[src/rtl/gc_pkg.sv]
// gc_pkg - shared types and helpers for the global-controller sequencer.
//   gc_state_e  : 3-bit FSM state encoding (5..7 are illegal)
//   pe_kick()   : all-ones mask of a given width, used as the PE start kick
//   state_name(): printable state name for benches and debug
package gc_pkg;

  typedef enum logic [2:0] {
    ST_CONFIG = 3'd0,
    ST_INIT   = 3'd1,
    ST_RUN    = 3'd2,
    ST_PAUSE  = 3'd3,
    ST_FINAL  = 3'd4
  } gc_state_e;

  localparam int MAX_IC = 32;

  function automatic logic [MAX_IC-1:0] pe_kick(input int n);
    logic [MAX_IC-1:0] m;
    m = '0;
    for (int i = 0; i < MAX_IC; i++) begin
      if (i < n) m[i] = 1'b1;
    end
    return m;
  endfunction

  function automatic string state_name(input logic [2:0] s);
    case (s)
      3'd0:    return "CONFIG";
      3'd1:    return "INIT";
      3'd2:    return "RUN";
      3'd3:    return "PAUSE";
      3'd4:    return "FINAL";
      default: return "ILLEGAL";
    endcase
  endfunction

endpackage

[src/rtl/gc_sequencer_ic_delay.sv]
// gc_ic_delay - WIDTH x DEPTH shift register carrying IC signals to the PEs.
//   clk      : clock
//   clear    : synchronous clear of every stage
//   shift_en : advance the line by one stage
//   din      : value entering stage 0
//   dout     : last stage
module gc_ic_delay #(
  parameter int WIDTH = 3,
  parameter int DEPTH = 4
) (
  input  logic             clk,
  input  logic             clear,
  input  logic             shift_en,
  input  logic [WIDTH-1:0] din,
  output logic [WIDTH-1:0] dout
);

  logic [WIDTH-1:0] stage_q [DEPTH];

  always_ff @(posedge clk) begin
    if (clear) begin
      for (int i = 0; i < DEPTH; i++) stage_q[i] <= '0;
    end else if (shift_en) begin
      stage_q[0] <= din;
      for (int i = 1; i < DEPTH; i++) stage_q[i] <= stage_q[i-1];
    end
  end

  assign dout = stage_q[DEPTH-1];

endmodule

[src/rtl/gc_sequencer.sv]
// gc_sequencer - global-controller FSM for the TCPA PE array.
// Sequences CONFIG -> INIT -> RUN -> (PAUSE) -> FINAL, one step per
// iteration-interval tick; drives the iteration vector and delayed IC bits.
//   inputs : gc_clk, reset (sync, active high), config_done, dcm_lock,
//            start, stop, restart_mode, restart_ext, reinitialize,
//            init_ivar, ivar_next, init_ic, ic_in, iteration_interval
//   outputs: conf_en, current_state, x_bus_reg, ic, global_en, tick,
//            pass_count, done
//
// state  | meaning
// CONFIG | waiting for loader and start; x bus and IC held at 0
// INIT   | initial iteration vector presented; next tick kicks the PEs
// RUN    | stepping through iteration points
// PAUSE  | stopped mid-run; x bus held, IC fed zeros
// FINAL  | last point done; waiting for an external restart
module gc_sequencer
  import gc_pkg::*;
#(
  parameter int DIMENSION  = 3,
  parameter int IVAR_WIDTH = 16,
  parameter int NUM_IC     = 3,
  parameter int IC_DELAY   = 4,
  parameter int II_WIDTH   = 16,
  parameter int PASS_WIDTH = 8
) (
  input  logic                            gc_clk,
  input  logic                            reset,
  input  logic                            config_done,
  input  logic                            dcm_lock,
  input  logic                            start,
  input  logic                            stop,
  input  logic                            restart_mode,
  input  logic                            restart_ext,
  input  logic                            reinitialize,
  input  logic [DIMENSION*IVAR_WIDTH-1:0] init_ivar,
  input  logic [DIMENSION*IVAR_WIDTH-1:0] ivar_next,
  input  logic [NUM_IC-1:0]               init_ic,
  input  logic [NUM_IC-1:0]               ic_in,
  input  logic [II_WIDTH-1:0]             iteration_interval,
  output logic                            conf_en,
  output logic [2:0]                      current_state,
  output logic [DIMENSION*IVAR_WIDTH-1:0] x_bus_reg,
  output logic [NUM_IC-1:0]               ic,
  output logic                            global_en,
  output logic                            tick,
  output logic [PASS_WIDTH-1:0]           pass_count,
  output logic                            done
);

  localparam int XW = DIMENSION*IVAR_WIDTH;
  localparam logic [NUM_IC-1:0] PE_KICK = NUM_IC'(pe_kick(NUM_IC));

  gc_state_e         state_q, state_d;
  logic [XW-1:0]     x_d;
  logic [NUM_IC-1:0] pipe_in;
  logic              done_d, pass_inc, en_d;
  logic              start_q, stop_q;
  logic [II_WIDTH-1:0] cnt, ii_eff;

  // ii = 0 behaves as 1 so the controller never stalls.
  assign ii_eff = (iteration_interval == '0) ? II_WIDTH'(1) : iteration_interval;
  assign tick   = config_done && (cnt == ii_eff - II_WIDTH'(1));

  // No guard against a shrinking ii: cnt above the new terminal value
  // simply runs up and wraps before the next tick.
  always_ff @(posedge gc_clk) begin
    if (reset || !config_done || tick) cnt <= '0;
    else                               cnt <= cnt + II_WIDTH'(1);
  end

  always_comb begin
    state_d  = state_q;
    x_d      = x_bus_reg;
    pipe_in  = '0;
    done_d   = 1'b0;
    pass_inc = 1'b0;
    case (state_q)
      ST_CONFIG: begin
        if (start_q && !stop_q && dcm_lock) begin
          state_d = ST_INIT;
          x_d     = init_ivar;
          pipe_in = init_ic;
        end else begin
          x_d = '0;
        end
      end
      ST_INIT: begin
        if (!stop_q) begin
          state_d = ST_RUN;
          x_d     = ivar_next;
          pipe_in = PE_KICK;
        end
      end
      ST_RUN: begin
        // stop outranks reinitialize; the last point is re-seen on resume
        if (stop_q) begin
          state_d = ST_PAUSE;
        end else if (reinitialize) begin
          done_d   = 1'b1;
          pass_inc = 1'b1;
          if (restart_mode || restart_ext) begin
            state_d = ST_INIT;
            x_d     = init_ivar;
            pipe_in = init_ic;
          end else begin
            state_d = ST_FINAL;
            x_d     = '0;
            pipe_in = ic_in;
          end
        end else begin
          x_d     = ivar_next;
          pipe_in = ic_in;
        end
      end
      ST_PAUSE: begin
        if (!stop_q) begin
          state_d = ST_RUN;
          x_d     = ivar_next;
          pipe_in = ic_in;
        end
      end
      ST_FINAL: begin
        if (restart_ext && !stop_q) begin
          state_d = ST_INIT;
          x_d     = init_ivar;
          pipe_in = init_ic;
        end else begin
          x_d = '0;
        end
      end
      default: begin
        state_d = ST_CONFIG;
        x_d     = '0;
      end
    endcase
    en_d = start_q && !stop_q && (state_q == ST_INIT || state_q == ST_RUN);
  end

  always_ff @(posedge gc_clk) begin
    if (reset) begin
      state_q    <= ST_CONFIG;
      x_bus_reg  <= '0;
      start_q    <= 1'b0;
      stop_q     <= 1'b0;
      global_en  <= 1'b0;
      done       <= 1'b0;
      pass_count <= '0;
    end else if (tick) begin
      state_q   <= state_d;
      x_bus_reg <= x_d;
      start_q   <= start;
      stop_q    <= stop;
      global_en <= en_d;
      done      <= done_d;
      if (pass_inc && pass_count != '1) pass_count <= pass_count + PASS_WIDTH'(1);
    end
  end

  gc_ic_delay #(
    .WIDTH (NUM_IC),
    .DEPTH (IC_DELAY)
  ) u_ic_delay (
    .clk      (gc_clk),
    .clear    (reset),
    .shift_en (tick),
    .din      (pipe_in),
    .dout     (ic)
  );

  assign current_state = state_q;
  assign conf_en       = (state_q == ST_CONFIG);

endmodule

[config.mk]
export PLATFORM = sky130hd
export DESIGN_NAME = gc_sequencer
export DESIGN_NICKNAME = d
export VERILOG_FILES = /design/src/rtl/gc_pkg.sv /design/src/rtl/gc_sequencer_ic_delay.sv /design/src/rtl/gc_sequencer.sv
export SDC_FILE = /design/constraint.sdc
export NUM_CORES = 1
export LEC_CHECK = 0
export BUFFER_PORTS_ARGS = -buffer_cell sky130_fd_sc_hd__buf_2
export CELL_PAD_IN_SITES_DETAIL_PLACEMENT = 0
export CELL_PAD_IN_SITES_GLOBAL_PLACEMENT = 1
export CORE_UTILIZATION = 39
export CTS_BUF_LIST = sky130_fd_sc_hd__clkbuf_8
export DETAILED_ROUTE_END_ITERATION = 10
export GPL_ROUTABILITY_DRIVEN = 1
export PLACE_DENSITY_LB_ADDON = 0.1
export SLEW_MARGIN = 20
export SYNTH_ARGS = -nofsm -noshare
export SYNTH_HDL_FRONTEND = slang
export SYNTH_HIERARCHICAL = 1
export SYNTH_SLANG_ARGS = --single-unit
[constraint.sdc]
create_clock -name gc_clk -period 8.02 [get_ports gc_clk]
set_clock_uncertainty 0.15 [all_clocks]
set_input_delay 0 -clock gc_clk [delete_from_list [all_inputs] [get_ports gc_clk]]
set_output_delay 0 -clock gc_clk [all_outputs]
set_load 0.02 [all_outputs]
==> impl_metrics.sql, run 1 <==
INSERT INTO impl_metrics (metric_group, metric, value, unit) VALUES
('power_and_ir_drop', 'worst_ir_drop_vdd', '70.8', 'uV'),
('routing', 'ant_nets', '0', ''),
('power_and_ir_drop', 'power_density', '125', 'mW/mm^2'),
('placed_design', 'detailed_place_hpwl', '9780', 'um'),
('run', 'drv_cap', '0', ''),
('layout', 'layout.cells.most_common_list', 'buf_2 (192), dlygate4sd3_1 (85), dfxtp_1 (79), nor4_1 (52), a22oi_1 (48)', ''),
('layout', 'area_growth_syn_to_layout', '42.2', '%'),
('routing', 'route.detailed.vias_per_inst', '5.53', ''),
('cts', 'cts_htree_levels', '3', ''),
('logic_synthesis', 'postSynthNetCount', '677', ''),
('layout', 'largest_register_ff_count', '48', ''),
('logic_synthesis', 'edff_count_synth', '12', ''),
('logic_synthesis', 'postSynth.asyncResetShare', '0', '%'),
('sta', 'hold-worst-slack', '-0.00771', 'ns'),
('sta', 'timing.max_slew.rel_slack', '32.8', '%'),
('layout', 'nets_final', '918', ''),
('sta', 'slew_violations', '0', ''),
('layout', 'antenna_cells_inserted', '0', ''),
('cts', 'clock_sink_count', '91', ''),
('routing', 'routed_wirelength', '15000', 'um'),
('worst_setup_path', 'endpoint_kind_of_the_worst_setup_timing_path', 'flip-flop', ''),
('grt', 'global_route_wire_length_before_repair', '24100', 'um'),
('routing', 'routed_wire_length_per_instance', '15.6', 'um'),
('layout', 'layout-drive-gt1-share', '32.0', '%'),
('logic_synthesis', 'postSynthCellCount', '547', ''),
('worst_setup_path', 'cp-start-kind', 'input port', ''),
('worst_setup_path', 'crit_path_max_fanout', '74', ''),
('worst_setup_path', 'worst-endpoint-required', '8.14', 'ns'),
('logic_synthesis', 'yosysSeqAreaShare', '39.7', '%'),
('sta', 'clock.fmax', '236', 'MHz'),
('routing', 'via_count', '5311', ''),
('logic_synthesis', 'postSynthRegisterBits', '91', ''),
('worst_setup_path', 'critical_path_arrival', '4.35', 'ns'),
('floorplanning', 'io_pins', '193', ''),
('placed_design', 'port_buffers', '192', ''),
('logic_synthesis', 'synth_top_flop_cell', 'dfxtp_1', ''),
('floorplanning', 'die_height', '114', 'um'),
('sta', 'worst_pin_slew', '1.00', 'ns'),
('worst_setup_path', 'crit_type', 'in2reg', ''),
('sta', 'min_period_over_period', '52.8', '%'),
('layout', 'finalNonFillerCells', '961', ''),
('cts', 'cts_inserted_buffers', '9', ''),
('logic_synthesis', 'yosysWarningCount', '6', ''),
('sta', 'period_needed', '4.23', 'ns'),
('sta', 'final-setup-viol-count', '0', ''),
('sta', 'rsz0062_at_grt', 'no', ''),
('cts', 'clk_root_buffer_cell', 'clkbuf_8', ''),
('power_and_ir_drop', 'cellLeakagePower', '2.72', 'nW'),
('cts', 'insertion_delay_to_the_later_sink_of_the_worst_skew_pair', '0.36', 'ns'),
('logic_synthesis', 'yosysUniqueCellTypes', '58', ''),
('layout', 'layout_commonest_cell', 'buf_2', ''),
('grt', 'total_congestion_overflow_after_global_routing', '0', ''),
('sta', 'final.setup.tns', '0', 'ns'),
('cts', 'cts.path.max_buffers', '2', ''),
('grt', 'groute.usage.overall', '23.3', '%'),
('routing', 'post-route-drc-count', '0', ''),
('outcome', 'outcome', 'finished, violations left', ''),
('grt', 'first_global_vias', '5044', ''),
('routing', 'firstDrtPassIters', '4', ''),
('outcome', 'failed_checks', 'negative hold slack', ''),
('logic_synthesis', 'syn-mean-instance-area', '8.94', 'um^2'),
('placed_design', 'place.detailed.instances', '859', ''),
('grt', 'grt_start_max_net_pins', '81', ''),
('floorplanning', 'initial_utilization', '40.4', '%'),
('floorplanning', 'die_area', '0.0130', 'mm^2'),
('grt', 'grt_antenna_before_repair', '0', ''),
('floorplanning', 'fp.dieW', '114', 'um'),
('cts', 'cts_tree', 'done', ''),
('logic_synthesis', 'netlist_area', '0.00489', 'mm^2'),
('cts', 'clk_pin_slew', '0.09', 'ns'),
('sta', 'report.final.hold_viol_count', '1', ''),
('placed_design', 'gp_congestion', '0.896', ''),
('hold_path', 'holdCritPathClass', 'in2reg', ''),
('routing', 'drt_first_iter_violations', '331', ''),
('floorplanning', 'placement_rows', '40', ''),
('floorplanning', 'design.core.area', '0.0121', 'mm^2'),
('power_and_ir_drop', 'report.power.total', '867', 'uW');
-- synthesized netlist by cell type (10+ instances only) --
library cell  number  share of area [%]
a31o_1            20                3.6
nand2_1           25                1.9
xor2_1            16                2.9
a22oi_1           48                7.4
nand3_1           19                1.9
and3b_1           10                1.8
xnor2_1           15                2.7
edfxtp_1          12                7.4
o21ai_0           14                1.4
dfxtp_1           79                 32
a21oi_1           13                1.3
a31o_2            28                5.0
nor4_1            53                6.8
nor2_1            40                3.1
clkbuf_1          43                3.3
-- kinds of logic after synthesis --
logic type | synth area share, %
buffers and inverters | 5.61
adders and majority gates | 0.768
xor gates and xnor gates | 5.55
and+or+nand+nor | 24.2
muxes | 1.54
AOI/OAI and AO/OA | 22.7
DFF | 39.7
-- cell type report --
cell class / instances / area, um^2
Multi-Input combinational cell: 395 / 2700
Clock buffer: 10 / 138
Sequential cell: 91 / 1940
Tap cell: 168 / 210
Inverter: 9 / 33.8
Timing Repair Buffer: 282 / 1870
Fill cell: 1117 / 5160
Clock inverter: 6 / 55.1
-- what timing repair did --
action | CTS | global route
endpoints found under the hold margin | 47 | 0
hold buffers | 85 | 0
resized for setup | 0 | 0
setup buffers | 0 | 0
-- path summary, 6_finish.rpt --
path	startpoint	to	slack [ns]	cells after the start
setup / recovery	iteration_interval[4]	x_bus_reg[1]	3.79	13
hold / removal	ivar_next[36]	x_bus_reg[36]	-0.008	4
setup reg to reg	cnt[15]	x_bus_reg[1]	4.27	8
hold reg to reg	global_en	global_en	0.31	2
-- worst max-delay path: stages --
cell and delay, ns:
buf_2 0.14, nor4_2 0.55, nand4_1 0.25, nor2b_1 0.20, ha_1 0.29, xor2_1 0.14
nand3_1 0.10, nor4b_1 0.40, nand4_1 0.15, or4_4 0.84, or2_1 0.59, buf_4 0.36
a31o_2 0.28
-- metrics by stage --
step                setup slack, ns  util, %  hold slack [ns]  cell area [um^2]
floorplan                      4.35        -         -0.00606              4890
global placement               3.63     48.5           0.0787              5880
detailed placement             3.45     48.5           0.0924              5880
CTS                            3.85     57.2         0.000270              6920
global route                   3.52     57.4           0.0140              6950
finish                         3.79     57.4         -0.00771              6950
-- metal layers --
layer	share of wire [%]	global-route usage [%]	up-vias
met3	5.9	5.95	28
li1	-	-	2578
met2	48	38.7	202
met5	0	0	-
met4	2.3	7.36	0
met1	44	29.4	2503
-- power breakdown --
part	switching (mW)	internal (mW)	total [mW]	leakage (nW)
Sequential	0.00117	0.463	0.464	0.760
Combinational	0.0425	0.0480	0.0904	1.86
Clock	0.162	0.150	0.313	0.108
Total	0.206	0.661	0.867	2.72
Note: power is estimated with default switching activity, not from simulation.
==> run 2: changes to the inputs <==
- CORE_UTILIZATION: 39 -> 33
- clock period: 8.02 -> 3.7 ns (I/O delays scaled with it)
==> run 2 against run 1 <==
Compared with the run above: the flow now finishes without violations; cell area grew 4.2%; combinational power grew 130%; clock power grew 140%; setup slack lost 3.4 ns; first-iteration DRC count grew 19%; highest routed layer unchanged.
==> impl_metrics.sql, run 2 (synthesized netlist as in run 1, its figures left out) <==
INSERT INTO impl_metrics (metric_group, metric, value, unit) VALUES
('cts', 'cts.path.max_buffers', '2', ''),
('power_and_ir_drop', 'power_density', '270', 'mW/mm^2'),
('placed_design', 'gp_congestion', '0.777', ''),
('routing', 'route.detailed.vias_per_inst', '5.27', ''),
('power_and_ir_drop', 'power.switching', '459', 'uW'),
('sta', 'final-setup-viol-count', '0', ''),
('power_and_ir_drop', 'worst_ir_drop_vdd', '197', 'uV'),
('worst_setup_path', 'endpoint_of_the_worst_slack_reg_to_reg_timing_path', 'x_bus_reg[11]', ''),
('grt', 'grt_start_max_net_pins', '51', ''),
('worst_setup_path', 'r2r_worst_path_depth', '8', ''),
('floorplanning', 'initial_utilization', '33.8', '%'),
('floorplanning', 'fp.dieW', '124', 'um'),
('worst_setup_path', 'critical-path-max-stage-delay', '0.62', 'ns'),
('floorplanning', 'placement_rows', '44', ''),
('layout', 'largest_register_ff_count', '48', ''),
('sta', 'post-route-worst-setup-slack', '0.427', 'ns'),
('cts', 'cts_htree_levels', '3', ''),
('placed_design', 'place.detailed.instances', '886', ''),
('sta', 'worst_pin_slew', '1.02', 'ns'),
('sta', 'clock.fmax', '306', 'MHz'),
('power_and_ir_drop', 'power.share.clock', '38.0', '%'),
('layout', 'layout.cells.most_common_list', 'buf_2 (192), dlygate4sd3_1 (99), dfxtp_1 (79), nor4_1 (52), a22oi_1 (48)', ''),
('worst_setup_path', 'worst-endpoint-required', '3.80', 'ns'),
('floorplanning', 'io_pins', '193', ''),
('placed_design', 'place_worst_setup_slack', '0.0893', 'ns'),
('worst_setup_path', 'crit_type', 'in2reg', ''),
('worst_setup_path', 'cp-start-kind', 'input port', ''),
('worst_setup_path', 'critPathSlowestCell', 'or4_4', ''),
('routing', 'via_count', '5276', ''),
('layout', 'final_core_utilization', '50.0', '%'),
('layout', 'nets_final', '943', ''),
('hold_path', 'whs_endpoint', 'current_state[0]', ''),
('cts', 'clk_pin_slew', '0.09', 'ns'),
('layout', 'area_growth_syn_to_layout', '48.1', '%'),
('power_and_ir_drop', 'cell_internal_pwr', '1.49', 'mW'),
('outcome', 'outcome', 'finished clean', ''),
('routing', 'routed_wire_length_per_instance', '15.4', 'um'),
('layout', 'filler_cell_count', '1415', ''),
('routing', 'ant_nets', '0', ''),
('grt', 'groute.usage.overall', '19.9', '%'),
('hold_path', 'hold_path_depth', '2', ''),
('sta', 'timing.max_slew.rel_slack', '31.7', '%'),
('cts', 'clock_sink_count', '91', ''),
('power_and_ir_drop', 'power_frac_seq', '51.5', '%'),
('grt', 'global_route_wire_length_before_repair', '24000', 'um'),
('layout', 'antenna_cells_inserted', '0', ''),
('layout', 'layout-drive-gt1-share', '32.4', '%'),
('worst_setup_path', 'crit_path_cell_trace', 'buf_2 -> nor4_1 -> nand4_1 -> nor2b_1 -> ha_1 -> xor2_1 -> nand3_1 -> nor4b_1 -> nand4_1 -> or4_4 -> or2_1 -> buf_12 -> a31o_2', ''),
('sta', 'min_period_over_period', '88.5', '%'),
('cts', 'insertion_delay_to_the_later_sink_of_the_worst_skew_pair', '0.36', 'ns'),
('run', 'drv_cap', '0', ''),
('sta', 'period_needed', '3.27', 'ns'),
('routing', 'post-route-drc-count', '0', ''),
('power_and_ir_drop', 'sw_frac_of_total', '23.5', '%'),
('worst_setup_path', 'crit_path_max_fanout', '48', ''),
('power_and_ir_drop', 'power.share.combinational', '10.5', '%'),
('worst_setup_path', 'critical_path.n_buffers_inverters', '2', ''),
('sta', 'rsz0062_at_grt', 'no', ''),
('sta', 'report.final.hold_viol_count', '0', ''),
('floorplanning', 'die_height', '124', 'um'),
('cts', 'clk_root_buffer_cell', 'clkbuf_8', ''),
('layout', 'layout_commonest_cell', 'buf_2', ''),
('placed_design', 'detailed_place_hpwl', '10400', 'um'),
('sta', 'hold-worst-slack', '0.0166', 'ns'),
('grt', 'first_global_vias', '4947', ''),
('routing', 'firstDrtPassIters', '5', ''),
('worst_setup_path', 'critical_path_arrival', '3.38', 'ns'),
('layout', 'finalNonFillerCells', '1002', ''),
('worst_setup_path', 'reg2reg_slack', '0.61', 'ns'),
('routing', 'drt_first_iter_violations', '393', ''),
('placed_design', 'port_buffers', '192', ''),
('sta', 'final.setup.tns', '0', 'ns'),
('floorplanning', 'die_area', '0.0153', 'mm^2'),
('worst_setup_path', 'endpoint_kind_of_the_worst_setup_timing_path', 'flip-flop', ''),
('hold_path', 'timing.hold.worst.start', 'reset', ''),
('sta', 'slew_violations', '0', ''),
('cts', 'cts_inserted_buffers', '9', ''),
('routing', 'routed_wirelength', '15400', 'um'),
('worst_setup_path', 'path_common_cell', 'nand4_1', ''),
('worst_setup_path', 'worst_r2r_src', 'cnt[15]', ''),
('grt', 'grt_antenna_before_repair', '0', ''),
('grt', 'total_congestion_overflow_after_global_routing', '0', ''),
('hold_path', 'holdCritPathClass', 'in2reg', ''),
('power_and_ir_drop', 'cellLeakagePower', '2.83', 'nW'),
('worst_setup_path', 'cp_top_family', 'simple AND/OR/NAND/NOR gates', ''),
('cts', 'cts.repair_timing.setup_buffer_count', '0', ''),
('floorplanning', 'design.core.area', '0.0145', 'mm^2'),
('cts', 'cts_tree', 'done', '');
## run 2: what timing repair did
item	in CTS	in global routing
hold buffers	99	0
endpoints found under the hold margin	69	0
resized for setup	0	0
## run 2: worst max path at each step
stage                      startpoint                  endpoint  slack, ns  depth (start not counted)
2_1_floorplan   iteration_interval[4]  u_ic_delay/stage_q[0][0]       0.03                         10
3_3_place_gp    iteration_interval[8]             pass_count[5]       0.10                         12
3_5_place_dp    iteration_interval[8]             x_bus_reg[25]       0.09                         13
4_1_cts              current_state[0]             x_bus_reg[13]       0.32                          6
5_1_grt        iteration_interval[12]             x_bus_reg[10]       0.24                         13
6_report       iteration_interval[12]             x_bus_reg[11]       0.43                         13
## run 2: area by class of cell
cell class                 instances  area [um^2]  area share, %
inverter                           9         33.8          0.466
timing repair buffer             307         2120           29.2
clock inverter                     7         92.6           1.28
multi-input combinational        395         2700           37.3
sequential                        91         1940           26.8
clock buffer                       9          124           1.71
tap                              184          230           3.18
## run 2: power by group through the flow
stage | logic, mW | registers, mW | clock network, mW
6_report | 0.206 | 1.01 | 0.741
5_1_grt | 0.227 | 1.01 | 0.808
4_1_cts | 0.204 | 1.01 | 0.769
3_5_place_dp | 0.161 | 1.03 | 0
2_1_floorplan | 0.0623 | 1.03 | 0
3_3_place_gp | 0.158 | 1.03 | 0
## run 2: through the flow
step	power (mW)	cell area, um^2
after floorplan	1.09	4890
after global placement	1.19	6010
after detailed placement	1.19	6010
after CTS	1.98	7210
after global routing	2.04	7240
final	1.95	7240
## run 2: per-layer routing
| layer | GRT usage [%] | vias to the layer above | part of all wire (%) |
|---|---|---|---|
| met3 | 3.57 | 18 | 4.8 |
| met5 | 0 | - | 0 |
| li1 | - | 2627 | - |
| met1 | 26.8 | 2476 | 46 |
| met2 | 31.8 | 155 | 48 |
| met4 | 6.93 | 0 | 1.4 |
==> run 3: changes to the inputs <==
- CORE_ASPECT_RATIO: not set -> 2
- CTS_BUF_LIST: sky130_fd_sc_hd__clkbuf_8 -> sky130_fd_sc_hd__clkbuf_4
==> run 3 against run 2 <==
Compared with the run above: cell area is 2.8% higher; non-clock buffer count up 25; setup slack got worse by 0.14 ns; worst hold slack better by 0.13 ns; clock power rose by 3.2%; count of clock-buffer cells in the layout is the same; sequential power about the same; wire length is 11% higher; register-to-register slack lost 0.27 ns; maximum frequency down 4.1%; critical endpoint is now stop_q; largest cell class unchanged.
==> impl_metrics.sql, run 3 (synthesized netlist as in run 1, its figures left out) <==
INSERT INTO impl_metrics (metric_group, metric, value, unit) VALUES
('outcome', 'outcome', 'finished clean', ''),
('grt', 'global_route_wire_length_before_repair', '27000', 'um'),
('floorplanning', 'design.core.area', '0.0144', 'mm^2'),
('sta', 'slew_violations', '0', ''),
('routing', 'routed_wire_length_per_instance', '16.5', 'um'),
('floorplanning', 'initial_utilization', '33.9', '%'),
('grt', 'grt_antenna_before_repair', '1', ''),
('power_and_ir_drop', 'report.power.total', '1.99', 'mW'),
('sta', 'period_needed', '3.41', 'ns'),
('worst_setup_path', 'endpoint_kind_of_the_worst_setup_timing_path', 'flip-flop', ''),
('routing', 'drt_first_iter_violations', '287', ''),
('sta', 'worst_pin_slew', '0.752', 'ns'),
('sta', 'clock.fmax', '293', 'MHz'),
('sta', 'min_period_over_period', '92.3', '%'),
('floorplanning', 'fp.dieW', '88.1', 'um'),
('worst_setup_path', 'crit_type', 'in2reg', ''),
('layout', 'layout.cells.most_common_list', 'buf_2 (192), dlygate4sd3_1 (112), dfxtp_1 (79), nor4_1 (53), a22oi_1 (48)', ''),
('sta', 'timing.max_slew.rel_slack', '49.9', '%'),
('routing', 'route.detailed.vias_per_inst', '5.34', ''),
('floorplanning', 'io_pins', '193', ''),
('cts', 'clock_sink_count', '91', ''),
('cts', 'cts_tree', 'done', ''),
('grt', 'grt_start_max_net_pins', '49', ''),
('routing', 'post-route-drc-count', '0', ''),
('sta', 'final.setup.tns', '0', 'ns'),
('worst_setup_path', 'critical_path_arrival', '3.64', 'ns'),
('layout', 'layout-drive-gt1-share', '32.9', '%'),
('layout', 'largest_register_ff_count', '48', ''),
('layout', 'filler_cell_count', '1388', ''),
('floorplanning', 'die_area', '0.0153', 'mm^2'),
('routing', 'via_count', '5535', ''),
('hold_path', 'holdCritPathClass', 'in2reg', ''),
('placed_design', 'detailed_place_hpwl', '11800', 'um'),
('cts', 'cts_resized', '0', ''),
('power_and_ir_drop', 'power_density', '267', 'mW/mm^2'),
('worst_setup_path', 'crit_path_max_fanout', '10', ''),
('grt', 'total_congestion_overflow_after_global_routing', '0', ''),
('layout', 'area_growth_syn_to_layout', '52.3', '%'),
('sta', 'final-setup-viol-count', '0', ''),
('worst_setup_path', 'worst-endpoint-required', '3.92', 'ns'),
('run', 'drv_cap', '0', ''),
('routing', 'ant_nets', '0', ''),
('cts', 'clk_pin_slew', '0.14', 'ns'),
('layout', 'finalNonFillerCells', '1036', ''),
('cts', 'cts.path.max_buffers', '2', ''),
('placed_design', 'gp_congestion', '0.827', ''),
('placed_design', 'port_buffers', '192', ''),
('worst_setup_path', 'cp-start-kind', 'input port', ''),
('cts', 'cts_htree_levels', '3', ''),
('floorplanning', 'placement_rows', '62', ''),
('grt', 'groute.usage.overall', '22.6', '%'),
('placed_design', 'place.detailed.instances', '906', ''),
('power_and_ir_drop', 'cellLeakagePower', '2.93', 'nW'),
('routing', 'firstDrtPassIters', '4', ''),
('cts', 'insertion_delay_to_the_later_sink_of_the_worst_skew_pair', '0.46', 'ns'),
('routing', 'routed_wirelength', '17100', 'um'),
('layout', 'final_core_utilization', '51.6', '%'),
('power_and_ir_drop', 'worst_ir_drop_vdd', '142', 'uV'),
('placed_design', 'place_worst_setup_slack', '-0.0355', 'ns'),
('floorplanning', 'die_height', '174', 'um'),
('layout', 'layout_commonest_cell', 'buf_2', ''),
('cts', 'clk_root_buffer_cell', 'clkbuf_4', ''),
('sta', 'rsz0062_at_grt', 'no', ''),
('sta', 'report.final.hold_viol_count', '0', ''),
('grt', 'first_global_vias', '5642', ''),
('layout', 'nets_final', '968', ''),
('sta', 'post-route-worst-setup-slack', '0.285', 'ns'),
('cts', 'cts_inserted_buffers', '9', '');
==> run 3: cell types whose count changed in the layout (fill, tap and decap cells not counted) <==
cell	before	now
bufinv_16	2	4
nor4_1	52	53
clkbuf_8	9	0
inv_1	10	9
diode_2	0	1
dlygate4sd3_1	99	112
clkbuf_4	0	9
buf_12	2	1
buf_4	13	26
nor4_2	3	2
inv_6	1	0
==> run 3: cell type report <==
type | instances | area [um^2] | share of cell area [%]
diodes | 1 | 2.50 | 0.0336
clock buffers | 9 | 67.6 | 0.907
clock inverters | 7 | 140 | 1.88
inverters | 9 | 33.8 | 0.454
multi-input cells | 395 | 2700 | 36.2
flip-flops and latches | 91 | 1940 | 26.1
well taps | 192 | 240 | 3.23
repair buffers | 332 | 2320 | 31.2
==> run 3: layer usage <==
metal,vias to the layer above,GRT usage [%],part of all wire [%]
met5,-,0,0
met4,0,11.1,3.7
met3,31,3.47,4.5
met2,183,44.0,56
met1,2635,22.0,35
li1,2686,-,-
==> run 3: where the power goes <==
group          internal, mW  switching (mW)  total (mW)
clock network         0.408           0.357       0.765
registers              1.01         0.00301        1.01
logic                 0.118          0.0980       0.216
==> run 3: metrics by stage <==
step                      hold WS (ns)  instance area [um^2]
after CTS                        0.109                  7420
after global placement          0.0897                  6090
after global routing             0.246                  7450
after floorplan               -0.00606                  4890
final                            0.149                  7450
after detailed placement         0.120                  6090
==> run 3: worst max-delay path, stage by stage <==
cell and delay, ns:
buf_2 0.13, nor4_1 0.49, nand4_1 0.21, nor2b_1 0.18, ha_1 0.30, xor2_1 0.13, nand3_1 0.09, nor4b_1 0.38
nand4_1 0.15, or4_4 0.58, buf_4 0.19, mux2i_1 0.16, nor2_1 0.06, dlygate4sd3_1 0.58
==> run 3: path summary, 6_finish.rpt <==
check | slack [ns] | to | cells past startpoint | start
setup / recovery | 0.29 | stop_q | 14 | iteration_interval[0]
hold / removal | 0.15 | current_state[0] | 8 | dcm_lock
setup reg to reg | 0.34 | stop_q | 9 | cnt[15]
hold reg to reg | 0.33 | global_en | 2 | global_en
==> run 3: timing repair <==
action	in CTS	in global routing
setup buffers	0	0
hold buffers	112	0
endpoints found under the hold margin	79	0
setup endpoints to repair	0	0
